===== src/rtl/riscv_parcel_queue.sv =====
// Halfword instruction queue between fetch and pre-decode: compacts fetch parcels,
// re-aligns 16/32-bit instructions and tags them with PC and fetch exceptions.
module riscv_parcel_queue #(
    parameter int unsigned      XLEN        = 32,
    parameter int unsigned      PARCEL_SIZE = 32,
    parameter int unsigned      DEPTH       = 8,
    parameter bit               HAS_RVC     = 1'b1,
    parameter logic [XLEN-1:0]  PC_INIT     = 'h200
) (
    input  logic                       clk,
    input  logic                       rst,
    input  logic                       flush,
    input  logic [PARCEL_SIZE-1:0]     parcel,
    input  logic [XLEN-1:0]            parcel_pc,
    input  logic [PARCEL_SIZE/16-1:0]  parcel_valid,
    input  logic                       parcel_misaligned,
    input  logic                       parcel_page_fault,
    output logic                       push_ready,
    output logic [31:0]                instr,
    output logic [XLEN-1:0]            instr_pc,
    output logic                       instr_is16,
    output logic [1:0]                 instr_exception,
    output logic                       instr_valid,
    input  logic                       instr_ready,
    output logic [$clog2(DEPTH):0]     count
);

    localparam int unsigned LANES  = PARCEL_SIZE / 16;
    localparam int unsigned PTR_W  = $clog2(DEPTH);
    localparam int unsigned CNT_W  = PTR_W + 1;
    localparam int unsigned LANE_W = (LANES > 1) ? $clog2(LANES) : 1;

    function automatic logic [CNT_W-1:0] lane_count(input logic [LANES-1:0] v);
        logic [CNT_W-1:0] n;
        n = '0;
        for (int i = 0; i < LANES; i++) n = n + CNT_W'(v[i]);
        return n;
    endfunction

    function automatic logic [LANE_W-1:0] first_lane(input logic [LANES-1:0] v);
        logic [LANE_W-1:0] f;
        f = '0;
        for (int i = LANES - 1; i >= 0; i--) if (v[i]) f = LANE_W'(i);
        return f;
    endfunction

    logic [15:0]       mem_data [DEPTH];
    logic [1:0]        mem_exc  [DEPTH];

    logic [PTR_W-1:0]  rd_ptr, wr_ptr, rd_ptr_nx1;
    logic [15:0]       head_data, next_data;
    logic [1:0]        head_exc, next_exc;
    logic              head_is16, exc_short, instr_two;
    logic [CNT_W-1:0]  head_sz, pop_sz, pushed, count_after_pop, free_slots;
    logic [LANE_W-1:0] first;
    logic              push_en, pop_en;
    logic [XLEN-1:0]   push_pc;
    logic [PTR_W-1:0]  lane_slot [LANES];

    assign rd_ptr_nx1 = rd_ptr + PTR_W'(1);
    assign head_data  = mem_data[rd_ptr];
    assign next_data  = mem_data[rd_ptr_nx1];
    assign head_exc   = mem_exc[rd_ptr];
    assign next_exc   = mem_exc[rd_ptr_nx1];

    // A faulting lone halfword issues on its own so the exception is never stuck
    // waiting for an upper half that fetch will not deliver.
    assign head_is16  = HAS_RVC && (head_data[1:0] != 2'b11);
    assign exc_short  = (count == CNT_W'(1)) && (head_exc != 2'b00);
    assign instr_two  = !head_is16 && !exc_short;
    assign head_sz    = instr_two ? CNT_W'(2) : CNT_W'(1);

    assign instr_valid     = (count != '0) && (count >= head_sz);
    assign instr_is16      = !instr_two;
    assign instr           = instr_two ? {next_data, head_data} : {16'h0000, head_data};
    assign instr_exception = !instr_valid ? 2'b00
                           : (instr_two ? (head_exc | next_exc) : head_exc);

    assign free_slots = CNT_W'(DEPTH) - count;
    assign push_ready = free_slots >= CNT_W'(LANES);

    assign pushed          = lane_count(parcel_valid);
    assign first           = first_lane(parcel_valid);
    assign push_en         = !flush && push_ready && (parcel_valid != '0);
    assign pop_en          = !flush && instr_valid && instr_ready;
    assign pop_sz          = pop_en ? head_sz : '0;
    assign count_after_pop = count - pop_sz;
    assign push_pc         = parcel_pc + XLEN'({first, 1'b0});

    // Valid lanes form a contiguous run, so lane i lands (i - first) slots past wr_ptr.
    always_comb begin
        for (int i = 0; i < LANES; i++) begin
            lane_slot[i] = wr_ptr + PTR_W'(i) - PTR_W'(first);
        end
    end

    always_ff @(posedge clk) begin
        if (push_en) begin
            for (int i = 0; i < LANES; i++) begin
                if (parcel_valid[i]) begin
                    mem_data[lane_slot[i]] <= parcel[16*i +: 16];
                    mem_exc[lane_slot[i]]  <= {parcel_page_fault, parcel_misaligned};
                end
            end
        end
    end

    always_ff @(posedge clk or posedge rst) begin
        if (rst) begin
            rd_ptr   <= '0;
            wr_ptr   <= '0;
            count    <= '0;
            instr_pc <= PC_INIT;
        end else if (flush) begin
            rd_ptr <= '0;
            wr_ptr <= '0;
            count  <= '0;
        end else begin
            rd_ptr <= rd_ptr + PTR_W'(pop_sz);
            wr_ptr <= wr_ptr + (push_en ? PTR_W'(pushed) : '0);
            count  <= count_after_pop + (push_en ? pushed : '0);
            // A push that lands in an empty (or just-drained) queue starts a new stream.
            if (push_en && (count_after_pop == '0)) begin
                instr_pc <= push_pc;
            end else if (pop_en) begin
                instr_pc <= instr_pc + XLEN'({pop_sz, 1'b0});
            end
        end
    end

endmodule

===== config.mk =====
export PLATFORM = sky130hd
export DESIGN_NAME = riscv_parcel_queue
export DESIGN_NICKNAME = d
export VERILOG_FILES = /design/src/rtl/riscv_parcel_queue.sv
export SDC_FILE = /design/constraint.sdc
export NUM_CORES = 1
export LEC_CHECK = 0
export CAP_MARGIN = 20
export CORE_UTILIZATION = 57
export CTS_CLUSTER_DIAMETER = 60
export DETAILED_ROUTE_END_ITERATION = 7
export PLACE_DENSITY = 0.87
export SETUP_SLACK_MARGIN = 0.15
export SLEW_MARGIN = 25
export SYNTH_ARGS = -nofsm -noshare
export SYNTH_HDL_FRONTEND = slang
export SYNTH_SLANG_ARGS = --single-unit

===== constraint.sdc =====
create_clock -name clk -period 5.8 [get_ports clk]
set_input_delay 1.16 -clock clk [delete_from_list [all_inputs] [get_ports clk]]
set_output_delay 1.16 -clock clk [all_outputs]
set_load 0.03 [all_outputs]

## Yosys cells after proc, flatten, opt, wreduce, memory -nomap -nowiden

Memories as Yosys holds them, arrays and structs flattened.
Cells that the tools add are included.

- $lt $le $gt $ge: 2
- Equal/unequal tests: 2
- Add/sub/neg operators: 12
- Reductions and logical operators: 18
- Bitwise logic cells: 2
- Muxes and demuxes: 19

Operator list:

| kind | count |
|---|---|
| 2-to-1 mux 32 bit | 3 |
| adder 32 x 2 -> 32 bit | 1 |
| adder 32 x 3 -> 32 bit | 1 |
| 2-to-1 mux 2 bit | 6 |
| logical AND 1 bit | 8 |
| 2-to-1 mux 1 bit | 7 |
| adder 3 x 1 -> 3 bit, second input constant | 2 |
| adder 3 x 2 -> 3 bit | 2 |
| 2-to-1 mux 3 bit | 2 |
| nonzero test 2 bit | 3 |
| subtractor 3 x 1 -> 3 bit | 2 |
| adder 4 x 2 -> 4 bit | 1 |
| equality test 4 x 1 -> 1 bit, second input constant | 1 |
| greater-or-equal comparator 4 x 2 -> 1 bit | 1 |
| greater-or-equal comparator 4 x 2 -> 1 bit, second input constant | 1 |
| zero test 1 bit | 4 |
| zero test 4 bit | 1 |
| 2-to-1 mux 4 bit | 1 |
| nonzero test 4 bit | 1 |
| subtractor 4 x 2 -> 4 bit | 1 |
| subtractor 4 bit, first input constant | 1 |
| adder 1 x 1 -> 2 bit | 1 |
| inequality test 2 bit, second input constant | 1 |
| OR 2 bit | 1 |
| 2 further kinds | 2 |

- Word-level logic and storage cells: 61
- Output and inout port bits: 73
- Register bits: 42
- Bits in writable memories: 144
- Input port bits: 72
- Memories: 2

Memories:

| memory | words | width | rd ports | clocked after memory_dff | write ports | RTL line | source |
|---|---|---|---|---|---|---|---|
| mem_data | 8 | 16 | 2 | 0 | 2 | 47 | `logic [15:0] mem_data [DEPTH];` |
| mem_exc | 8 | 2 | 2 | 0 | 2 | 48 | `logic [1:0] mem_exc [DEPTH];` |

## Depth between registers and ports, before layout

Gate-level depths: netlist of the first run.
An unclocked memory read counts as a cell.

- Depth after elaboration: 16
- Depth in mapped cells: 23
- Gate-level depth less buffers: 19

## Least setup slack after synthesis of the first run

Ideal clock, no wire load.

- Path kind: flip-flop to flip-flop
- Start point: reg rd_ptr[0]
- End point: reg instr_pc[26]
- Slack: 0.260 ns
- Data required time: 5.670 ns
- Stages on the path, launching flop included: 22
- Data arrival time: 5.409 ns
- Path buffers: 5
- Period minus slack after synthesis: 5.540 ns
- Setup time: 0.130 ns
- Cell sequence: dfrtp_1 clkbuf_1 mux4_2 mux2_2 and2_1 nand2_1 clkbuf_1 ha_1 nor2b_1 o311a_1 inv_1 and2_1 clkbuf_1 nand3_1 inv_1 fa_1 xnor2_1 and3_1 and3_1 buf_2 buf_2 a22oi_1

- Word-level cells in the longest chain between the ends: 16
- Elaborated cells on any way between the ends: 22
- Those cells by class: add/sub: 2; order compare: 1; eq/ne: 1; mux: 4; reduce/logical: 12; memory: 2

RTL lines:

| what | RTL line | source |
|---|---|---|
| from (decl) | 50 | `logic [PTR_W-1:0] rd_ptr, wr_ptr, rd_ptr_nx1;` |
| from (signal assigned) | 119 | `rd_ptr <= rd_ptr + PTR_W'(pop_sz);` |
| memory (8 x 2 bit) | -- |  |
| nonzero test 2 bit | 69 | `assign exc_short = (count == CNT_W'(1)) && (head_exc != 2'b00);` |
| logical AND 1 bit | 69 |  |
| zero test 1 bit | 70 | `assign instr_two = !head_is16 && !exc_short;` |
| logical AND 1 bit * | 70 |  |
| 2-to-1 mux 2 bit * | 71 | `assign head_sz = instr_two ? CNT_W'(2) : CNT_W'(1);` |
| greater-or-equal comparator 4 x 2 -> 1 bit * | 73 | `assign instr_valid = (count != '0) && (count >= head_sz);` |
| logical AND 1 bit * | 73 |  |
| named net instr_valid | 23 | `output logic instr_valid,` |
| logical AND 1 bit * (2 in series) | 85 | `assign pop_en = !flush && instr_valid && instr_ready;` |
| parallel branches: the longest is 6 deep, another holds adder 32 x 3 -> 32 bit | -- |  |
| to (signal assigned) | 124 | `instr_pc <= push_pc;` |
| to (signal assigned) | 126 | `instr_pc <= instr_pc + XLEN'({pop_sz, 1'b0});` |
| to (decl) | 20 | `output logic [XLEN-1:0] instr_pc,` |

Mark *: on every way through the listed nets, which the timed path passes. The select of a mux whose other input is x is not followed.
A chain may end at the register's enable or synchronous reset.

## Final worst setup path of the first run

- Start point: reg rd_ptr[0]
- End point: reg instr_pc[23]

- Word-level cells in the longest chain between the ends: 16
- Elaborated cells on any way between the ends: 22
- Those cells by class: add/sub: 2; order compare: 1; eq/ne: 1; mux: 4; reduce/logical: 12; memory: 2

RTL lines:

| what | RTL line |
|---|---|
| memory (8 x 2 bit) | -- |
| nonzero test 2 bit | 69 |
| logical AND 1 bit | 69 |
| zero test 1 bit | 70 |
| logical AND 1 bit * | 70 |
| 2-to-1 mux 2 bit * | 71 |
| parallel branches: the longest is 10 deep, another holds adder 32 x 3 -> 32 bit | -- |

Every way passes the cells marked *. The select of a mux whose other input is x is not followed.

==> results of run 1 <==
## cell usage after synthesis (6+ instances only)
cell type	n	area, um^2
and4_1	6	52.6
clkbuf_1	15	56.3
mux2_2	144	1620
xor2_1	43	377
edfxtp_1	144	4320
buf_2	10	50.1
nor2_1	29	109
o21ai_0	12	60.1
mux4_2	72	1620
nand4_1	13	81.3
buf_1	10	37.5
nand2_1	79	297
nand3_1	27	135
xnor2_1	23	201
inv_1	17	63.8
dfrtp_1	41	1030
nor2b_1	9	56.3
nor3_1	8	40.0
and3_1	15	93.8
mux2i_1	14	140
ha_1	23	288
a21o_1	6	45.0
a21oi_1	26	130
## logic make-up after synthesis
group,after synthesis,synth area share
flops,186,0.468
compound gates,62,0.0328
fa+ha+maj,28,0.0337
mux,230,0.294
buf+inv,58,0.0230
xor+xnor,66,0.0503
simple gates,213,0.0981
## metrics by stage
stage	utilization	setup WS, ns	hold slack [ns]	cell area (um^2)
6_report	0.708	0.758	0.500	13900
5_1_grt	0.708	0.384	0.535	13900
2_1_floorplan	-	0.260	0.612	11500
3_5_place_dp	0.677	0.846	0.499	13300
4_1_cts	0.708	0.786	0.514	13900
3_3_place_gp	0.677	0.921	0.467	13300
## cell type report
| class | instances | share of cell area |
|---|---|---|
| repair buffers | 168 | 0.117 |
| inverters | 17 | 0.00460 |
| multi-input cells | 599 | 0.423 |
| flip-flops and latches | 186 | 0.388 |
| clock inverters | 15 | 0.0131 |
| well taps | 265 | 0.0239 |
| clock buffers | 17 | 0.0307 |
## state kept, by name (all words and copies together) (netlist names)
register,count
mem_data,128
instr_pc,32
mem_exc,16
count,4
rd_ptr,3
wr_ptr,3
## final timing paths
kind	to	slack (ns)	startpoint	cells after the start
worst max-delay path	instr_pc[23]	0.76	rd_ptr[0]	18
worst min-delay path	instr_pc[0]	0.50	instr_pc[0]	2
worst max register to register	instr_pc[23]	0.76	rd_ptr[0]	18
worst min register to register	instr_pc[0]	0.50	instr_pc[0]	2
max in group asynchronous	rd_ptr[0]	4.19	rst	3
min in group asynchronous	instr_pc[28]	1.16	rst	3
## worst max-delay path, stage by stage (launching register included)
cell and delay [ns]:
dfrtp_4 0.55, buf_4 0.53, mux2i_1 0.37, a21o_1 0.20
nand2_1 0.11, ha_1 0.30, nor2b_1 0.11, o311a_1 0.30
inv_1 0.14, and2_1 0.23, nand3_1 0.12, inv_1 0.13
fa_1 0.42, xnor2_1 0.27, and3_1 0.21, nand3_1 0.40
buf_4 0.36, nor2_1 0.12, a21oi_1 0.05
## layer usage
metal	GRT usage	vias up	wire length (um)
li1	-	3538	-
met1	0.373	4074	11200
met2	0.523	474	15200
met3	0.0576	74	2780
met4	0.128	0	941
met5	0	-	0
## power groups by stage
stage               Clock (W)  Combinational (W)  Sequential, W
global placement            0            0.00251        0.00191
global route          0.00126            0.00276        0.00192
detailed placement          0            0.00256        0.00192
CTS                   0.00121            0.00259        0.00189
finish                0.00120            0.00259        0.00190
floorplan                   0            0.00149        0.00209
==> out/summary.txt, run 1 <==
vias: 8160
initial antenna violation count: 0
H-tree depth: 4
power share of the clock group: 0.212
area taken by multi-input logic gates: 0.00586 mm^2
number of synthesized flops with an enable pin: 144
sequential power share: 0.333
fin crit period: 5.04 ns
largest net degree at the start of global routing: 43
Pleak: 4.81 nW
Logic pwr share: 0.455
die area: 0.0207 mm^2
CTS tree: yes
register area: 0.00538 mm^2
IO buf count: 144
Worst Tran Pin Value: 1.09 ns
# fillers: 1278
layout cells sized above 1: 0.293
Net Count, Synth: 943
core area: 0.0196 mm^2
type of the worst setup path: reg2reg
Synth Register Bits: 186
final hold violation count: 0
Die X: 144 um
Initial Util: 0.587
RePlAce Congestion: 0.846
Syn Inst Count: 843
most frequent cells in the layout: mux2_2 (144), edfxtp_1 (144), clkdlybuf4s50_1 (141), nand2_1 (79), mux4_2 (72)
final WL: 30100 um
Layout Skew: 0.0102 ns
Slew Viols, Final: 0
Setup-failing EPs final: 0
# rows: 51
crit path max fanout: 36
DRC Markers: 0
nets: 1089
Post-Syn Area: 0.0115 mm^2
Worst VDD drop: 0.272 mV
Post-CTS Setup Inserts: 0
global route overflow: 0
router iterations before antenna repair: 5
Power, Total: 0.00569 W
ys flop type: edfxtp_1
post-CTS resize count: 0
critical path startpoint category: register
Clock Pin Slew Worst Setup and Hold Paths: 0.07 ns
Internal: 0.00348 W
Clk Latency, worst-skew pair: 0.44 ns
crit path capture type: register
Top Ports: 145
Syn Area/Cell: 13.6 um^2
Vias/cell: 6.44
warnings from Yosys: 0
sum of negative setup slack: 0 ns
Max Freq: 0.198 GHz
Root Buffer: clkbuf_16
clock buffer depth: 2
Seq/Total Area, Yosys: 0.468
Async SR Flop Fraction: 0.226
placed insts: 1235
status: finished, final reports clean
max-cap violation count: 0
Hold Path Class: reg2reg
vias in the first global route: 8454
WL/cell: 23.8 um
WP data arrival: 5.36 ns
Die H: 144 um
first-pass GRT wire length: 46100 um
final cycle utilization of the critical path: 0.869
CTS sink cnt: 186
PwrDens: 410 mW/mm^2
ANT cells: 0
DP HPWL: 20400 um
Inserted Clock Buffers: 17
Routed Antenna Nets: 0
Worst Path Required: 6.12 ns
Switch Pwr: 0.00221 W
Layout Cells excl Fill: 1267
All-Layer GR Usage: 0.303
switching share of power: 0.388
normalized max-slew margin: 0.273
DR iter-0 viols: 747
Area Overhead vs Synth: 20.7%
count of cell types in the netlist: 49
RSZ-0062 raised after global routing: false
cts hold-fix bufs: 0
No activity file was read; power rests on OpenSTA's default activity.
==> inputs of run 2 (changes only) <==
==> constraint.sdc (replaced) <==
create_clock -name clk -period 5.8 [get_ports clk]
set_input_delay 1.16 -clock clk [delete_from_list [all_inputs] [get_ports clk]]
set_output_delay 1.16 -clock clk [all_outputs]
set_load 0.005 [all_outputs]
==> run 2 against run 1 <==
Fmax fell by 4.2%. Sequential share of layout area barely moved. Worst setup slack got worse by 0.22 ns. Die area did not move. Via count fell by 1.9%. Non-clock buffer count fell by 1. Power fell by 8.3%. Critical path type unchanged. Clock-buffer cell count did not move. Cell count barely moved. Worst hold slack got worse by 0.019 ns.
==> out/summary.txt, run 2 (synthesis results as in run 1) <==
status: finished, final reports clean
DR iter-0 viols: 768
hold endpoint: instr_pc[0]
type of the worst setup path: reg2reg
CTS tree: yes
Hold Startpoint: instr_pc[0]
crit path max fanout: 14
Vias/cell: 6.33
Internal: 0.00341 W
Setup-failing EPs final: 0
nets: 1088
Top Ports: 145
PwrDens: 376 mW/mm^2
Pleak: 4.79 nW
GR met2 Demand/Resource: 0.520
fin crit period: 5.26 ns
FF-to-FF setup slack: 0.54 ns
sequential power share: 0.363
max reg flops: 128
final cycle utilization of the critical path: 0.908
first-pass GRT wire length: 45700 um
Die X: 144 um
Root Buffer: clkbuf_16
CTS sink cnt: 186
Slew Viols, Final: 0
crit path capture type: register
most frequent cells in the layout: mux2_2 (144), clkdlybuf4s50_1 (144), edfxtp_1 (144), nand2_1 (79), mux4_2 (72)
critical path startpoint category: register
Hold Path Class: reg2reg
initial antenna violation count: 1
Critical R2R Launch: rd_ptr[0]
router iterations before antenna repair: 6
# rows: 51
Worst VDD drop: 0.242 mV
max-cap violation count: 0
DP HPWL: 20000 um
WL/cell: 23.2 um
Routed Antenna Nets: 0
power share of the clock group: 0.222
H-tree depth: 4
DRC Markers: 0
global route overflow: 0
Worst Path Required: 6.13 ns
Max Freq: 0.190 GHz
cts hold-fix bufs: 0
Area Overhead vs Synth: 20.6%
Inserted Clock Buffers: 17
IO buf count: 144
final WL: 29400 um
Switch Pwr: 0.00180 W
RSZ-0062 raised after global routing: false
Die H: 144 um
vias in the first global route: 8158
final hold violation count: 0
RePlAce Congestion: 0.850
ANT cells: 0
largest net degree at the start of global routing: 43
vias: 8009
core area: 0.0196 mm^2
normalized max-slew margin: 0.353
Worst Setup SP: rd_ptr[0]
Layout Skew: 0.00781 ns
layout cells sized above 1: 0.291
Reg-to-Reg End: instr_pc[7]
Hold Crit Depth: 2
Logic pwr share: 0.415
switching share of power: 0.346
clock buffer depth: 2
Post-CTS Setup Inserts: 0
WP data arrival: 5.59 ns
Final Instance Area: 0.0139 mm^2
global route hottest layer: met2
reg2reg path depth: 18
die area: 0.0207 mm^2
sum of negative setup slack: 0 ns
GR Layer Usage met1: 0.379
met3 Use GR: 0.0566
Post-DP Area: 0.0133 mm^2
All-Layer GR Usage: 0.300
Worst Tran Pin Value: 0.957 ns
post-CTS resize count: 0
Clk Latency, worst-skew pair: 0.45 ns
Clock Pin Slew Worst Setup and Hold Paths: 0.07 ns
Initial Util: 0.587
## run 2: changes by cell type in the layout (fill, tap and decap cells not counted)
cell	previous run	this run
clkinv_8	0	3
clkinv_4	5	1
bufinv_16	2	0
inv_8	5	6
clkdlybuf4s50_1	141	144
buf_4	26	22
a21o_1	6	5
a21o_2	0	1
inv_6	2	4
## run 2: metal layers
metal / routed length [um] / vias to the layer above
li1: - / 3543
met1: 11300 / 4015
met2: 15100 / 393
met3: 2370 / 56
met4: 608 / 2
met5: 17 / -
## run 2: worst max-delay path by stage
stage                               endpoint  slack [ns]  cells past startpoint
final                            instr_pc[7]        0.54                     18
after global placement        mem_data[3][4]        0.92                     10
after global routing             instr_pc[7]        0.19                     18
after CTS                 instr_exception[1]        0.51                      7
after floorplan                 instr_pc[24]        0.74                     21
after detailed placement         instr_pc[7]        0.82                     18
## run 2: power by group through the flow
stage / clock network, W / registers, W / logic, W
4_1_cts: 0.00117 / 0.00189 / 0.00217
2_1_floorplan: 0 / 0.00186 / 0.00129
3_3_place_gp: 0 / 0.00191 / 0.00209
3_5_place_dp: 0 / 0.00192 / 0.00214
5_1_grt: 0.00122 / 0.00192 / 0.00234
6_report: 0.00116 / 0.00189 / 0.00216
## run 2: cell type report
class | count | area (um^2)
timing repair buffer | 167 | 1630
sequential | 186 | 5380
inverter | 17 | 63.8
multi-input combinational | 599 | 5860
tap | 265 | 332
clock buffer | 17 | 425
fill | 1308 | 5730
clock inverter | 15 | 164
## run 2: worst max-delay path, stage by stage, from the launching register on
cell and delay [ns]:
dfrtp_4 0.57, mux4_2 0.54, mux2_2 0.29, and2_1 0.19, nand2_1 0.16, ha_1 0.28, nor2b_1 0.12, o311a_1 0.31
inv_1 0.15, nand2_1 0.20, a21oi_1 0.12, ha_1 0.24, fa_1 0.39, xnor2_1 0.26, and3_1 0.21, nand3_1 0.50
buf_4 0.39, a21oi_1 0.16, a21oi_1 0.06
## run 2: stage by stage
stage          std cells  power, W  worst slack, ns   util  hold slack (ns)
5_1_grt             1266   0.00549            0.193  0.707            0.556
3_3_place_gp        1234   0.00400            0.921  0.677            0.462
2_1_floorplan        843   0.00315            0.742      -            0.470
3_5_place_dp        1234   0.00406            0.820  0.677            0.468
6_report            1266   0.00522            0.536  0.707            0.481
4_1_cts             1266   0.00523            0.507  0.707            0.484
==> inputs of run 3 (changes only) <==
--- a/config.mk
+++ b/config.mk
@@ -6,6 +6,7 @@
 export NUM_CORES = 1
 export LEC_CHECK = 0
 export CAP_MARGIN = 20
+export CORE_MARGIN = 8
 export CORE_UTILIZATION = 57
 export CTS_CLUSTER_DIAMETER = 60
 export DETAILED_ROUTE_END_ITERATION = 7
==> run 3 against run 2 <==
Die area is 20% higher. Cell area is 0.45% lower. Routed wire length is 3.4% higher. Critical path depth is 7 lower. Register-to-register slack better by 0.09 ns. Utilization is 1.9 points lower. Worst setup slack worse by 0.070 ns. Clock-buffer cell count is 3 higher. Sequential power hardly changed. Fmax is 1.3% lower. Clock skew is 0.0047 ns higher.
==> out/summary.txt, run 3 (synthesis results as in run 1) <==
status: finished, final reports clean
crit path max fanout: 13
max reg flops: 128
final hold violation count: 0
max-cap violation count: 0
Top Ports: 145
cts hold-fix bufs: 0
Vias/cell: 6.38
type of the worst setup path: reg2out
Worst Path Required: 4.64 ns
Die X: 158 um
nets: 1084
PwrDens: 376 mW/mm^2
global route overflow: 0
Routed Antenna Nets: 0
fin crit period: 5.33 ns
Max Freq: 0.187 GHz
# fillers: 1391
DR iter-0 viols: 702
CTS tree: yes
Post-CTS Setup Inserts: 0
Clock Pin Slew Worst Setup and Hold Paths: 0.07 ns
Pleak: 4.75 nW
die area: 0.0250 mm^2
final core occ: 0.688
final WL: 30400 um
Layout Skew: 0.0125 ns
sum of negative setup slack: 0 ns
Clk Latency, worst-skew pair: 0.44 ns
IO buf count: 144
vias in the first global route: 8357
clock buffer depth: 2
Inserted Clock Buffers: 17
Worst Tran Pin Value: 0.982 ns
Setup-failing EPs final: 0
Power, Total: 0.00518 W
CTS sink cnt: 186
post-CTS resize count: 0
router iterations before antenna repair: 5
initial antenna violation count: 0
largest net degree at the start of global routing: 46
H-tree depth: 4
critical path startpoint category: register
vias: 8082
Initial Util: 0.574
RePlAce Congestion: 0.858
DP HPWL: 20900 um
All-Layer GR Usage: 0.247
Hold Path Class: reg2reg
DRC Markers: 0
layout cells sized above 1: 0.286
most frequent cells in the layout: mux2_2 (144), clkdlybuf4s50_1 (144), edfxtp_1 (144), nand2_1 (78), mux4_2 (72)
Worst VDD drop: 0.244 mV
RSZ-0062 raised after global routing: false
final cycle utilization of the critical path: 0.920
normalized max-slew margin: 0.345
ANT cells: 0
Slew Viols, Final: 0
Die H: 158 um
crit path capture type: output port
first-pass GRT wire length: 46600 um
# rows: 52
Root Buffer: clkbuf_16
WL/cell: 24.0 um
WP data arrival: 4.17 ns
core area: 0.0200 mm^2
Area Overhead vs Synth: 20.0%
run 3: changes by cell type in the layout (fill, tap and decap cells not counted), sizes merged:
cell	previous run	this run
buf	23	19
bufinv	0	2
clkinv	6	8
inv	26	19
clkbuf	17	20
run 3: where the power goes:
part	total [W]	switching [W]	internal (W)
Sequential	0.00191	0.000232	0.00168
Clock	0.00114	0.000506	0.000634
Combinational	0.00213	0.000996	0.00114
Total	0.00518	0.00173	0.00345
run 3: path summary, 6_finish.rpt:
kind / startpoint / endpoint / slack [ns] / depth (start not counted)
hold reg to reg: instr_pc[0] / instr_pc[0] / 0.50 / 2
setup / recovery: rd_ptr[1] / instr_exception[0] / 0.47 / 11
hold / removal: instr_pc[0] / instr_pc[0] / 0.50 / 2
setup reg to reg: rd_ptr[1] / instr_pc[30] / 0.63 / 18
max in group asynchronous: rst / rd_ptr[0] / 4.18 / 3
min in group asynchronous: rst / instr_pc[29] / 1.16 / 3
run 3: stage by stage:
stage               cells  area, um^2  setup WS, ns  hold slack, ns
finish               1267       13800         0.466           0.496
floorplan             843       11500         0.742           0.470
global route         1267       13800         0.216           0.547
CTS                  1267       13800         0.474           0.505
detailed placement   1235       13200         0.748           0.490
global placement     1235       13200         0.904           0.458
run 3: routing by layer:
| layer | wire length (um) | up-vias | global-route usage |
|---|---|---|---|
| met1 | 11800 | 4041 | 0.310 |
| li1 | - | 3536 | - |
| met3 | 2710 | 71 | 0.0508 |
| met2 | 15000 | 434 | 0.414 |
| met4 | 857 | 0 | 0.101 |
| met5 | 0 | - | 0 |
run 3: layout make-up:
type	count	area [um^2]	area share
tap	270	338	0.0245
inverter	17	63.8	0.00463
sequential	186	5380	0.390
timing repair buffer	163	1580	0.115
multi-input combinational	599	5870	0.425
clock buffer	20	437	0.0317
clock inverter	12	123	0.00889
run 3: worst max-delay path, cell delays in order (launching register included):
cell	delay (ns)
dfrtp_1	0.77
mux4_2	0.58
mux2i_1	0.24
a21o_1	0.23
nand2_1	0.12
ha_1	0.29
inv_1	0.04
o311a_1	0.41
inv_1	0.17
nand2_1	0.12
o22ai_1	0.22
clkdlybuf4s50_1	0.56
